$ cat src/rtl/camera_pkg.sv
// rtl/camera_pkg.sv - shared state type, raster constants and LFSR step for the camera view controller
package camera_pkg;

  typedef enum logic [1:0] {
    IDLE,
    WAIT_FRAME,
    STATIC
  } cam_state_t;

  localparam int          H_TOTAL   = 800;
  localparam int          V_TOTAL   = 525;
  localparam logic [15:0] LFSR_SEED = 16'hACE1;
  localparam logic [15:0] LFSR_TAPS = 16'hB400;

  // Right-shifting Galois form: the bit shifted out folds back through the taps.
  function automatic logic [15:0] lfsr_step(input logic [15:0] v);
    return {1'b0, v[15:1]} ^ (v[0] ? LFSR_TAPS : 16'h0000);
  endfunction

endpackage

$ cat src/rtl/static_lfsr.sv
// rtl/static_lfsr.sv - 16-bit Galois noise source that advances only while enabled
module static_lfsr
  import camera_pkg::*;
(
  input  logic        clk,
  input  logic        reset_n,
  input  logic        enable,
  output logic [15:0] q
);

  always_ff @(posedge clk or negedge reset_n) begin
    if (!reset_n) begin
      q <= LFSR_SEED;
    end else if (enable) begin
      q <= lfsr_step(q);
    end
  end

endmodule

$ cat src/rtl/camera_view_ctrl.sv
// rtl/camera_view_ctrl.sv - frame-aligned camera switching with a static transition (CAMERA_STATIC_FADE_EN fades the static)
module camera_view_ctrl
  import camera_pkg::*;
#(
  parameter int NUM_CAMS      = 4,
  parameter int CAM_IDW       = 3,
  parameter int STATIC_FRAMES = 4,
  parameter int DEFAULT_CAM   = 0
) (
  input  logic                        vga_clk,
  input  logic                        reset_n,
  input  logic [9:0]                  DrawX,
  input  logic [9:0]                  DrawY,
  input  logic                        blank,
  input  logic                        cam_req_valid,
  input  logic [CAM_IDW-1:0]          cam_req_id,
  output logic                        cam_req_ready,
  output logic                        req_err,
  output logic [$clog2(NUM_CAMS)-1:0] cam_sel,
  output logic                        static_en,
  output logic [3:0]                  static_level
);

  localparam int SELW = $clog2(NUM_CAMS);
  localparam int FCW  = $clog2(STATIC_FRAMES + 1);
  localparam logic [FCW-1:0] LAST_FRAME = FCW'(STATIC_FRAMES - 1);

  cam_state_t      state;
  logic [SELW-1:0] pend_id;
  logic [FCW-1:0]  frame_cnt;
  logic [15:0]     lfsr_q;
  logic [3:0]      noise;
  logic            frame_start;
  logic            accept;
  logic            id_invalid;
  logic            id_same;
  logic            lfsr_unused;

  assign frame_start = (DrawX == 10'd0) && (DrawY == 10'd0);
  assign accept      = cam_req_valid && cam_req_ready;
  assign id_invalid  = int'(cam_req_id) >= NUM_CAMS;
  assign id_same     = int'(cam_req_id) == int'(cam_sel);

  always_ff @(posedge vga_clk or negedge reset_n) begin
    if (!reset_n) begin
      state         <= IDLE;
      cam_sel       <= SELW'(DEFAULT_CAM);
      pend_id       <= '0;
      frame_cnt     <= '0;
      cam_req_ready <= 1'b1;
      req_err       <= 1'b0;
      static_en     <= 1'b0;
    end else begin
      req_err <= 1'b0;
      case (state)
        IDLE: begin
          if (accept) begin
            if (id_invalid) begin
              req_err <= 1'b1;
            end else if (!id_same) begin
              pend_id       <= cam_req_id[SELW-1:0];
              state         <= WAIT_FRAME;
              cam_req_ready <= 1'b0;
            end
          end
        end
        WAIT_FRAME: begin
          // The swap lands on the frame_start edge so pixel (0,0) still shows the old view.
          if (frame_start) begin
            cam_sel   <= pend_id;
            frame_cnt <= '0;
            state     <= STATIC;
            static_en <= 1'b1;
          end
        end
        STATIC: begin
          if (frame_start) begin
            if (frame_cnt == LAST_FRAME) begin
              state         <= IDLE;
              static_en     <= 1'b0;
              cam_req_ready <= 1'b1;
            end else begin
              frame_cnt <= frame_cnt + FCW'(1);
            end
          end
        end
        default: begin
          state         <= IDLE;
          static_en     <= 1'b0;
          cam_req_ready <= 1'b1;
        end
      endcase
    end
  end

  static_lfsr u_lfsr (
    .clk     (vga_clk),
    .reset_n (reset_n),
    .enable  (static_en),
    .q       (lfsr_q)
  );

  assign lfsr_unused = ^lfsr_q[15:4];

`ifdef CAMERA_STATIC_FADE_EN
  logic [1:0] fade_shift;
  assign fade_shift = (int'(frame_cnt) >= 3) ? 2'd3 : 2'(frame_cnt);
  assign noise      = lfsr_q[3:0] >> fade_shift;
`else
  assign noise = lfsr_q[3:0];
`endif

  always_ff @(posedge vga_clk or negedge reset_n) begin
    if (!reset_n) begin
      static_level <= 4'd0;
    end else begin
      static_level <= (static_en && blank) ? noise : 4'd0;
    end
  end

endmodule

$ cat config.mk
export PLATFORM = sky130hd
export DESIGN_NAME = camera_view_ctrl
export DESIGN_NICKNAME = d
export VERILOG_FILES = /design/src/rtl/camera_pkg.sv /design/src/rtl/static_lfsr.sv /design/src/rtl/camera_view_ctrl.sv
export SDC_FILE = /design/constraint.sdc
export NUM_CORES = 1
export LEC_CHECK = 0
export ABC_AREA = 1
export BUFFER_PORTS_ARGS = -buffer_cell sky130_fd_sc_hd__buf_2
export CORE_UTILIZATION = 49
export CTS_BUF_LIST = sky130_fd_sc_hd__clkbuf_2 sky130_fd_sc_hd__clkbuf_4 sky130_fd_sc_hd__clkbuf_8
export DETAILED_ROUTE_END_ITERATION = 8
export PLACE_DENSITY_LB_ADDON = 0.08
export RECOVER_POWER = 50
export SLEW_MARGIN = 10
export SYNTH_ARGS = -nofsm -noshare
export SYNTH_HDL_FRONTEND = slang
export SYNTH_SLANG_ARGS = --single-unit
$ cat constraint.sdc
create_clock -name vga_clk -period 1.5 [get_ports vga_clk]
set_clock_uncertainty 0.2 [all_clocks]
set_input_delay 0.15 -clock vga_clk [delete_from_list [all_inputs] [get_ports vga_clk]]
set_output_delay 0.15 -clock vga_clk [all_outputs]
set_load 0.02 [all_outputs]
Word level (Yosys, flattened, before mapping)
Index checks and enable logic that the tools add are counted.
{ "totals": {"register_bits": 32, "input_bits": 27} }
{ "classes": {"add_sub_neg": 1, "order_cmp": 1, "n_eq_ne": 11, "mux": 26, "n_bitwise": 5, "n_reduce_logical": 13} }
{ "ops": {"columns": ["cell", "count"], "rows": [
  ["logical NOT 10 bit", 2],
  ["two-way mux 16 bit", 1],
  ["bitwise XOR 15 x 16 -> 16 bit", 1],
  ["!= test 2 bit (second input constant)", 7],
  ["two-way mux 2 bit", 6],
  ["AND reduction 4 bit", 3],
  ["AND reduction 6 bit", 2],
  ["two-way mux 1 bit", 11],
  ["two-way mux 3 bit", 3],
  ["one-hot mux 1 bit (3 select lines)", 2],
  ["one-hot mux 2 bit (3 select lines)", 1],
  ["one-hot mux 3 bit (2 select lines)", 1],
  ["two-way mux 4 bit", 1],
  ["inverter 1 bit", 4],
  ["adder 3 x 1 -> 3 bit (second input constant)", 1],
  ["== test 3 x 2 -> 1 bit (second input constant)", 1],
  ["== test 3 bit", 1],
  ["greater-or-equal comparator 3 bit (second input constant)", 1],
  ["logical AND 1 bit", 3],
  ["== test 2 x 1 -> 1 bit (second input constant)", 1],
  ["== test 2 bit (second input constant)", 1],
  ["logical NOT 2 bit", 1],
  ["AND reduction 2 bit", 1],
  ["nonzero test 2 bit", 1]
]} }

Longest topological paths before layout
Gate-level depths: netlist of the first run.
{ "logic_depth": {"word_depth": 5, "depth_mapped": 9, "mapped_depth_nobuf": 9} }

Hierarchy
From an unflattened synthesis of the first run, not the netlist that was laid out.
{ "unflattened": {"hier_cells": 183, "area_unflattened_um2": 1539.0} }
{ "modules_own_cells": {"columns": ["mod", "instances", "cells_each", "area_each_um2", "seq_area_each_um2"], "rows": [
  ["camera_view_ctrl", 1, 109, 867.1, 401.6],
  ["static_lfsr", 1, 74, 671.9, 410.4]
]} }

Worst setup path before layout of the first run
OpenSTA, ideal clock, no wires.
{ "synth_timing": {"path_kind": "register to register", "startpoint": "reg frame_cnt[0]", "endpoint": "reg frame_cnt[0]", "arrival_time_ns": 1.204, "required_time_ns": 1.175, "path_slack_ns": -0.029, "stages_incl_launch_ff": 9, "period_less_slack_ns": 1.529, "cell_sequence": "dfrtp_1 > ha_1 > ha_1 > inv_1 > nand2_2 > nand2_2 > nand4_2 > nand2_1 > o31ai_1"} }
{ "synth_via": {"elab_chain_cells": 4, "word_cells_on_any_way": 7, "classes_between": "add/sub: 1; eq/ne: 2; mux: 3; reduce/logical: 1"} }
{ "synth_rtl": {"columns": ["element", "line", "text"], "rows": [
  ["start, declared", "camera_view_ctrl.sv:30", "logic [FCW-1:0] frame_cnt;"],
  ["start signal, assigned", "camera_view_ctrl.sv:83", "frame_cnt <= frame_cnt + FCW'(1);"],
  ["adder 3 x 1 -> 3 bit", "camera_view_ctrl.sv:83", null],
  ["two-way mux 3 bit", "camera_view_ctrl.sv:78", "if (frame_cnt == LAST_FRAME) begin"],
  ["two-way mux 3 bit", "camera_view_ctrl.sv:77", "if (frame_start) begin"],
  ["one-hot mux 3 bit (2 select lines)", "camera_view_ctrl.sv:55", "case (state)"]
]} }
Parallel ways exist; a longest one is shown, timed or not. The select of a mux whose other input is x is not followed.
A chain may end at the register's enable or synchronous reset.

Worst setup path in the final report of the first run
{ "layout_timing": {"startpoint": "reg frame_cnt[1]", "endpoint": "reg frame_cnt[0]"} }
{ "layout_via": {"elab_chain_cells": 3} }
{ "layout_rtl": {"columns": ["element", "line"], "rows": [
  ["== test 3 x 2 -> 1 bit", "camera_view_ctrl.sv:78"],
  ["!= test 2 bit (no line)", null],
  ["AND reduction 4 bit (no line)", null]
]} }
No other way between the ends.

==> results.toml, run 1 <==
[layout]
syn_to_final_growth_pct = 32.3
nets = 256
fin_util = 0.692
drive_gt1_frac = 0.360
finalInstanceArea_um2 = 1940
fillers = 235
fin_cells = 259
antennaDiodeCount = 0

[yosys]
yosys_warnings = 0
synth.area.top_cells = "dfrtp_1, nand2_1, dfstp_2"
syn_area_per_cell_um2 = 8.58
syn_nets = 200
syn_area_um2 = 1470
synth_xor_xnor_area_share = 0.0179
synthArstFlopShare = 1.00
synth_seq_cells = 32
synth_cell_types = 24
yosysMostFrequentCell = "nand2_1"
synthSimpleGateAreaFrac = 0.287
synth-main-ff-cell = "dfrtp_1"
yosysSeqAreaShare = 0.554
netlist_instances = 171
synthMuxAreaShare = 0
synth-edff-count = 0
synth_compound_area_frac = 0.0717
synth_commonest_cells = "nand2_1, dfrtp_1, nor2_1"
synthAdderAreaFrac = 0.0171
synth_top_area_cell = "dfrtp_1"
synth_top_area_share = 0.392
synth_top_family_by_area = "simple AND/OR/NAND/NOR gates"

[die]
io_pins = 36
coreArea_um2 = 2810
die_w_um = 56.7
die-area_um2 = 3220
num_rows = 19
start_util = 0.523
fp.dieH_um = 56.7

[cts]
clock_latency_ps = 320
cts_tree = "yes"
cts_buffers = 5
clk_pin_slew_ps = 100
cts_sinks = 32
htreeDepth = 2
cts-root-buf = "clkbuf_4"
cts.path.max_buffers = 2

[placement]
place_area_um2 = 1740
post-dp-hpwl_mm = 1.95
port_buffers = 35
dp_cells = 242
place_congestion = 0.726

[detailed_routing]
drtIter0Drc = 37
drt_wl_total_mm = 2.74
drc = 2
dr.pass1.iters = 6
viasPerCell = 4.88
num_vias = 1264
wire_per_inst_um = 10.6
ant_nets = 0

[run_status]
failed_checks = "DRC, setup timing"
status = "finished with violations"

[global_routing]
grt_pass1_vias = 1270
antenna_found_initial = 0
grt_pass1_wl_mm = 5.07
globalRouteTotalUtil = 0.208
grt_max_degree = 33
grt_overflow_total = 0

[sta]
slew_headroom = 0.494
slew_violations = 0
fin_crit_ps = 1520
rsz0062_at_grt = "true"
setup_ws_ps = -20.5
setup_viol = 3
period_share = 1.01
tightestPinTransition_ps = 760
hold_viol_final = 0
fin_setup_tns_ps = -41.6
worst_hold_slack_ps = 72.4
max_freq_mhz = 658

[setup_path]
r2r_slack_ps = -20
crit_chain = "ha_4 -> ha_4 -> inv_4 -> nand2_4 -> nand2_4 -> nand4_4 -> nand2_2 -> o31ai_2"
cp.arrival_ps = 1540
worst_setup_path_start_kind = "register"
crit_slowest_cell = "dfrtp_1"
cp_slowest_stage_delay_ps = 420
cp_top_family = "flip-flops"
cp_data_required_time_ps = 1520
cp_max_fo = 4
endpoint_kind = "register"
path_buf_inv = 1
crit_type = "register to register"

[power_and_ir_drop]
leakage_nw = 0.960
powerDensity_nw_per_um2 = 753
ir_drop_mv = 0.468

[job]
timing.max_cap.violations = 0

[worst_hold_path]
min_path_type = "input pin to register"
kinds of logic (layout without fill, tap and decap cells):
| logic type | after synthesis | count (layout) |
|---|---|---|
| compound gates | 19 | 19 |
| flops | 32 | 32 |
| simple gates | 95 | 95 |
| fa+ha+maj | 2 | 2 |
| xor+xnor | 3 | 3 |
| buf+inv | 20 | 77 |
final timing paths:
kind                              start      endpoint  cells past startpoint
setup / recovery           frame_cnt[1]  frame_cnt[0]                      8
hold / removal                 DrawY[4]  frame_cnt[1]                      6
setup reg to reg           frame_cnt[1]  frame_cnt[0]                      8
hold reg to reg             u_lfsr.q[5]   u_lfsr.q[5]                      2
max in group asynchronous       reset_n   u_lfsr.q[4]                      3
min in group asynchronous       reset_n  frame_cnt[2]                      3
through the flow:
step                      setup WS (ps)  total power, mW
after floorplan                    1.69            0.898
after global placement            -16.1            0.948
after detailed placement          -54.2            0.951
after CTS                         -7.97             1.48
after global routing              -93.9             1.54
final                             -20.5             1.46
layout by cell type (no fill, tap or decap), types with 5 or more instances in the layout:
master and instances:
nand2_1 62, buf_2 35, dfrtp_1 23, nor2_1 17
inv_1 13, dfstp_2 9, o21ai_0 8, buf_4 8
o21ai_1 6, dlygate4sd3_1 6, clkbuf_4 5
tightest hold or removal path, stage by stage:
cell	delay [ps]
buf_2	70
nor2_1	30
nand2_1	90
nor2_4	60
nand4_4	100
o21ai_1	60
power breakdown:
group / leakage [nW] / switching (mW) / total [mW] / internal (mW)
Combinational: 0.518 / 0.0395 / 0.0818 / 0.0422
Sequential: 0.404 / 0.000000281 / 0.863 / 0.863
Clock: 0.0380 / 0.294 / 0.517 / 0.223
Total: 0.960 / 0.333 / 1.46 / 1.13
flip-flops by register name, summed over array words and instances, names as in the netlist:
name / flops
req_err: 1
cam_req_ready: 1
state: 2
u_lfsr.q: 16
frame_cnt: 3
static_en: 1
pend_id: 2
cam_sel: 2
static_level: 4
per-layer routing:
layer / vias to the layer above / global-route usage / routed length (um)
met1: 572 / 0.237 / 1190
met5: - / 0 / 0
met3: 5 / 0.0553 / 140
li1: 645 / - / -
met2: 42 / 0.366 / 1380
met4: 0 / 0.0857 / 36
final cells by class:
cell class                 instances  area, um^2  share of cell area
sequential                        32         812               0.418
timing repair buffer              52         323               0.166
tap                               31        38.8              0.0200
clock buffer                       6        51.3              0.0264
inverter                          17        66.3              0.0342
multi-input combinational        119         639               0.329
clock inverter                     2        10.0             0.00516
repair_timing:
action,CTS,global route
resized for setup,9,5
setup endpoints to repair,5,8
setup buffers,1,2
hold buffers,6,0
pin swaps,3,1
hold endpoints to repair,40,0
No activity file was read; power rests on OpenSTA's default activity.
==> run 2, diff against run 1 <==
--- a/config.mk
+++ b/config.mk
@@ -7,11 +7,12 @@
 export LEC_CHECK = 0
 export ABC_AREA = 1
 export BUFFER_PORTS_ARGS = -buffer_cell sky130_fd_sc_hd__buf_2
-export CORE_UTILIZATION = 49
+export CORE_UTILIZATION = 29
 export CTS_BUF_LIST = sky130_fd_sc_hd__clkbuf_2 sky130_fd_sc_hd__clkbuf_4 sky130_fd_sc_hd__clkbuf_8
 export DETAILED_ROUTE_END_ITERATION = 8
 export PLACE_DENSITY_LB_ADDON = 0.08
 export RECOVER_POWER = 50
+export SKIP_LAST_GASP = 1
 export SLEW_MARGIN = 10
 export SYNTH_ARGS = -nofsm -noshare
 export SYNTH_HDL_FRONTEND = slang
==> run 2 against run 1 <==
  * The run ends with setup timing left
  * Sequential share of layout area is 1.6 points lower
  * Hold slack better by 57 ps
  * Sequential power about the same
  * Cell count up 13%
  * Core utilization is 27 points lower
  * Non-clock buffer count decreased by 3
  * Largest cell class unchanged
  * Worst setup slack better by 9.1 ps
  * Critical path type unchanged
==> results.toml, run 2 (same netlist as run 1, synthesis figures left out) <==
[cts]
htreeDepth = 2
clk_pin_slew_ps = 70
cts_buffers = 5
cts-root-buf = "clkbuf_8"
cts_sinks = 32
clock_latency_ps = 280
cts_tree = "yes"
cts.path.max_buffers = 2

[sta]
rsz0062_at_grt = "true"
slew_violations = 0
max_freq_mhz = 662
hold_viol_final = 0
period_share = 1.01
slew_headroom = 0.458
tightestPinTransition_ps = 813
setup_ws_ps = -11.4
fin_crit_ps = 1510
fin_setup_tns_ps = -30.1
setup_viol = 3

[global_routing]
antenna_found_initial = 0
globalRouteTotalUtil = 0.127
grt_max_degree = 20
grt_pass1_vias = 1245
grt_overflow_total = 0
grt_pass1_wl_mm = 5.08

[job]
timing.max_cap.violations = 0

[setup_path]
crit_type = "register to register"
startpoint = "frame_cnt[1]"
cp_slowest_stage_delay_ps = 400
crit_slowest_cell = "dfrtp_1"
endpoint_kind = "register"
path_common_cell = "nand2_4"
cp_max_fo = 4
crit_chain = "ha_2 -> ha_4 -> inv_4 -> nand2_4 -> nand2_4 -> nand4_4 -> nand2_2 -> o31ai_2"
cp.arrival_ps = 1480
cp_data_required_time_ps = 1470
worst_setup_path_start_kind = "register"
rr_startpoint = "frame_cnt[1]"
cp_top_family = "flip-flops"
path_buf_inv = 1

[layout]
reg_top3 = "u_lfsr.q x16, static_level x4, frame_cnt x3"
antennaDiodeCount = 0
top_register = "u_lfsr.q"
final_common_cell = "nand2_1"
drive_gt1_frac = 0.351
fillers = 493
final_cell_mix = "nand2_1, buf_2, dfrtp_1"
nets = 253
finalInstanceArea_um2 = 2020
largest_reg_flops = 16
syn_to_final_growth_pct = 37.5

[detailed_routing]
num_vias = 1237
wire_per_inst_um = 9.86
dr.pass1.iters = 4
ant_nets = 0
drc = 0
drt_wl_total_mm = 2.88
drtIter0Drc = 29
viasPerCell = 4.24

[die]
io_pins = 36
fp.dieH_um = 73.1
die-area_um2 = 5350
num_rows = 25
coreArea_um2 = 4790
die_w_um = 73.1
start_util = 0.306

[placement]
post-dp-hpwl_mm = 2.13
dp_slack_ps = -74.6
place_congestion = 0.724
place_area_um2 = 1790
port_buffers = 35

[run_status]
status = "finished with violations"
failed_checks = "setup timing"

[power_and_ir_drop]
ir_drop_mv = 0.382
leakage_nw = 0.966
power_mw = 1.77
powerDensity_nw_per_um2 = 876

[worst_hold_path]
min_from = "DrawX[8]"
min_path_type = "input pin to register"
## run 2: timing repair
item,CTS,global route
setup buffers,0,1
resized for setup,10,3
setup endpoints to repair,5,7
pin swaps,5,6
hold buffers,6,0
hold endpoints to repair,35,0
## run 2: per-layer routing
layer | vias to the layer above | wire [um] | GRT usage
met3 | 5 | 133 | 0.0414
li1 | 638 | - | -
met2 | 30 | 1410 | 0.229
met4 | 0 | 56 | 0.0588
met5 | - | 0 | 0
met1 | 564 | 1280 | 0.131
## run 2: worst register-to-register path: cells and delay by family, from the launching register on
kind                     cells  cell delay (ps)
AO/OA/AOI/OAI                1               50
adder cells (fa/ha/maj)      2              360
buffers and inverters        1               50
flip-flops                   1              400
AND/OR/NAND/NOR              4              330
## run 2: area by class of cell
class,count,area (um^2),share of cell area
multi-input combinational,119,633,0.314
tap,67,83.8,0.0416
inverter,17,66.3,0.0329
clock buffer,5,68.8,0.0341
timing repair buffer,49,310,0.154
sequential,32,812,0.403
clock inverter,3,42.5,0.0211
## run 2: power breakdown
group,internal [mW],switching [mW],leakage [nW]
Sequential,0.864,0.000000245,0.404
Clock,0.491,0.326,0.0541
Combinational,0.0458,0.0408,0.508
## run 2: path summary, 6_finish.rpt
check	endpoint	slack, ps	cells past startpoint
setup / recovery	frame_cnt[2]	-10	8
hold / removal	frame_cnt[1]	130	6
setup reg to reg	frame_cnt[2]	-10	8
hold reg to reg	u_lfsr.q[7]	260	2
max in group asynchronous	cam_req_ready	170	3
min in group asynchronous	u_lfsr.q[14]	270	2
## run 2: per-stage QoR
step                 util  hold WS [ps]  cells
finish              0.421           130    292
global route        0.421           160    292
CTS                 0.418           106    291
detailed placement  0.374          -123    277
global placement    0.374          -130    277
floorplan               -          -346    171
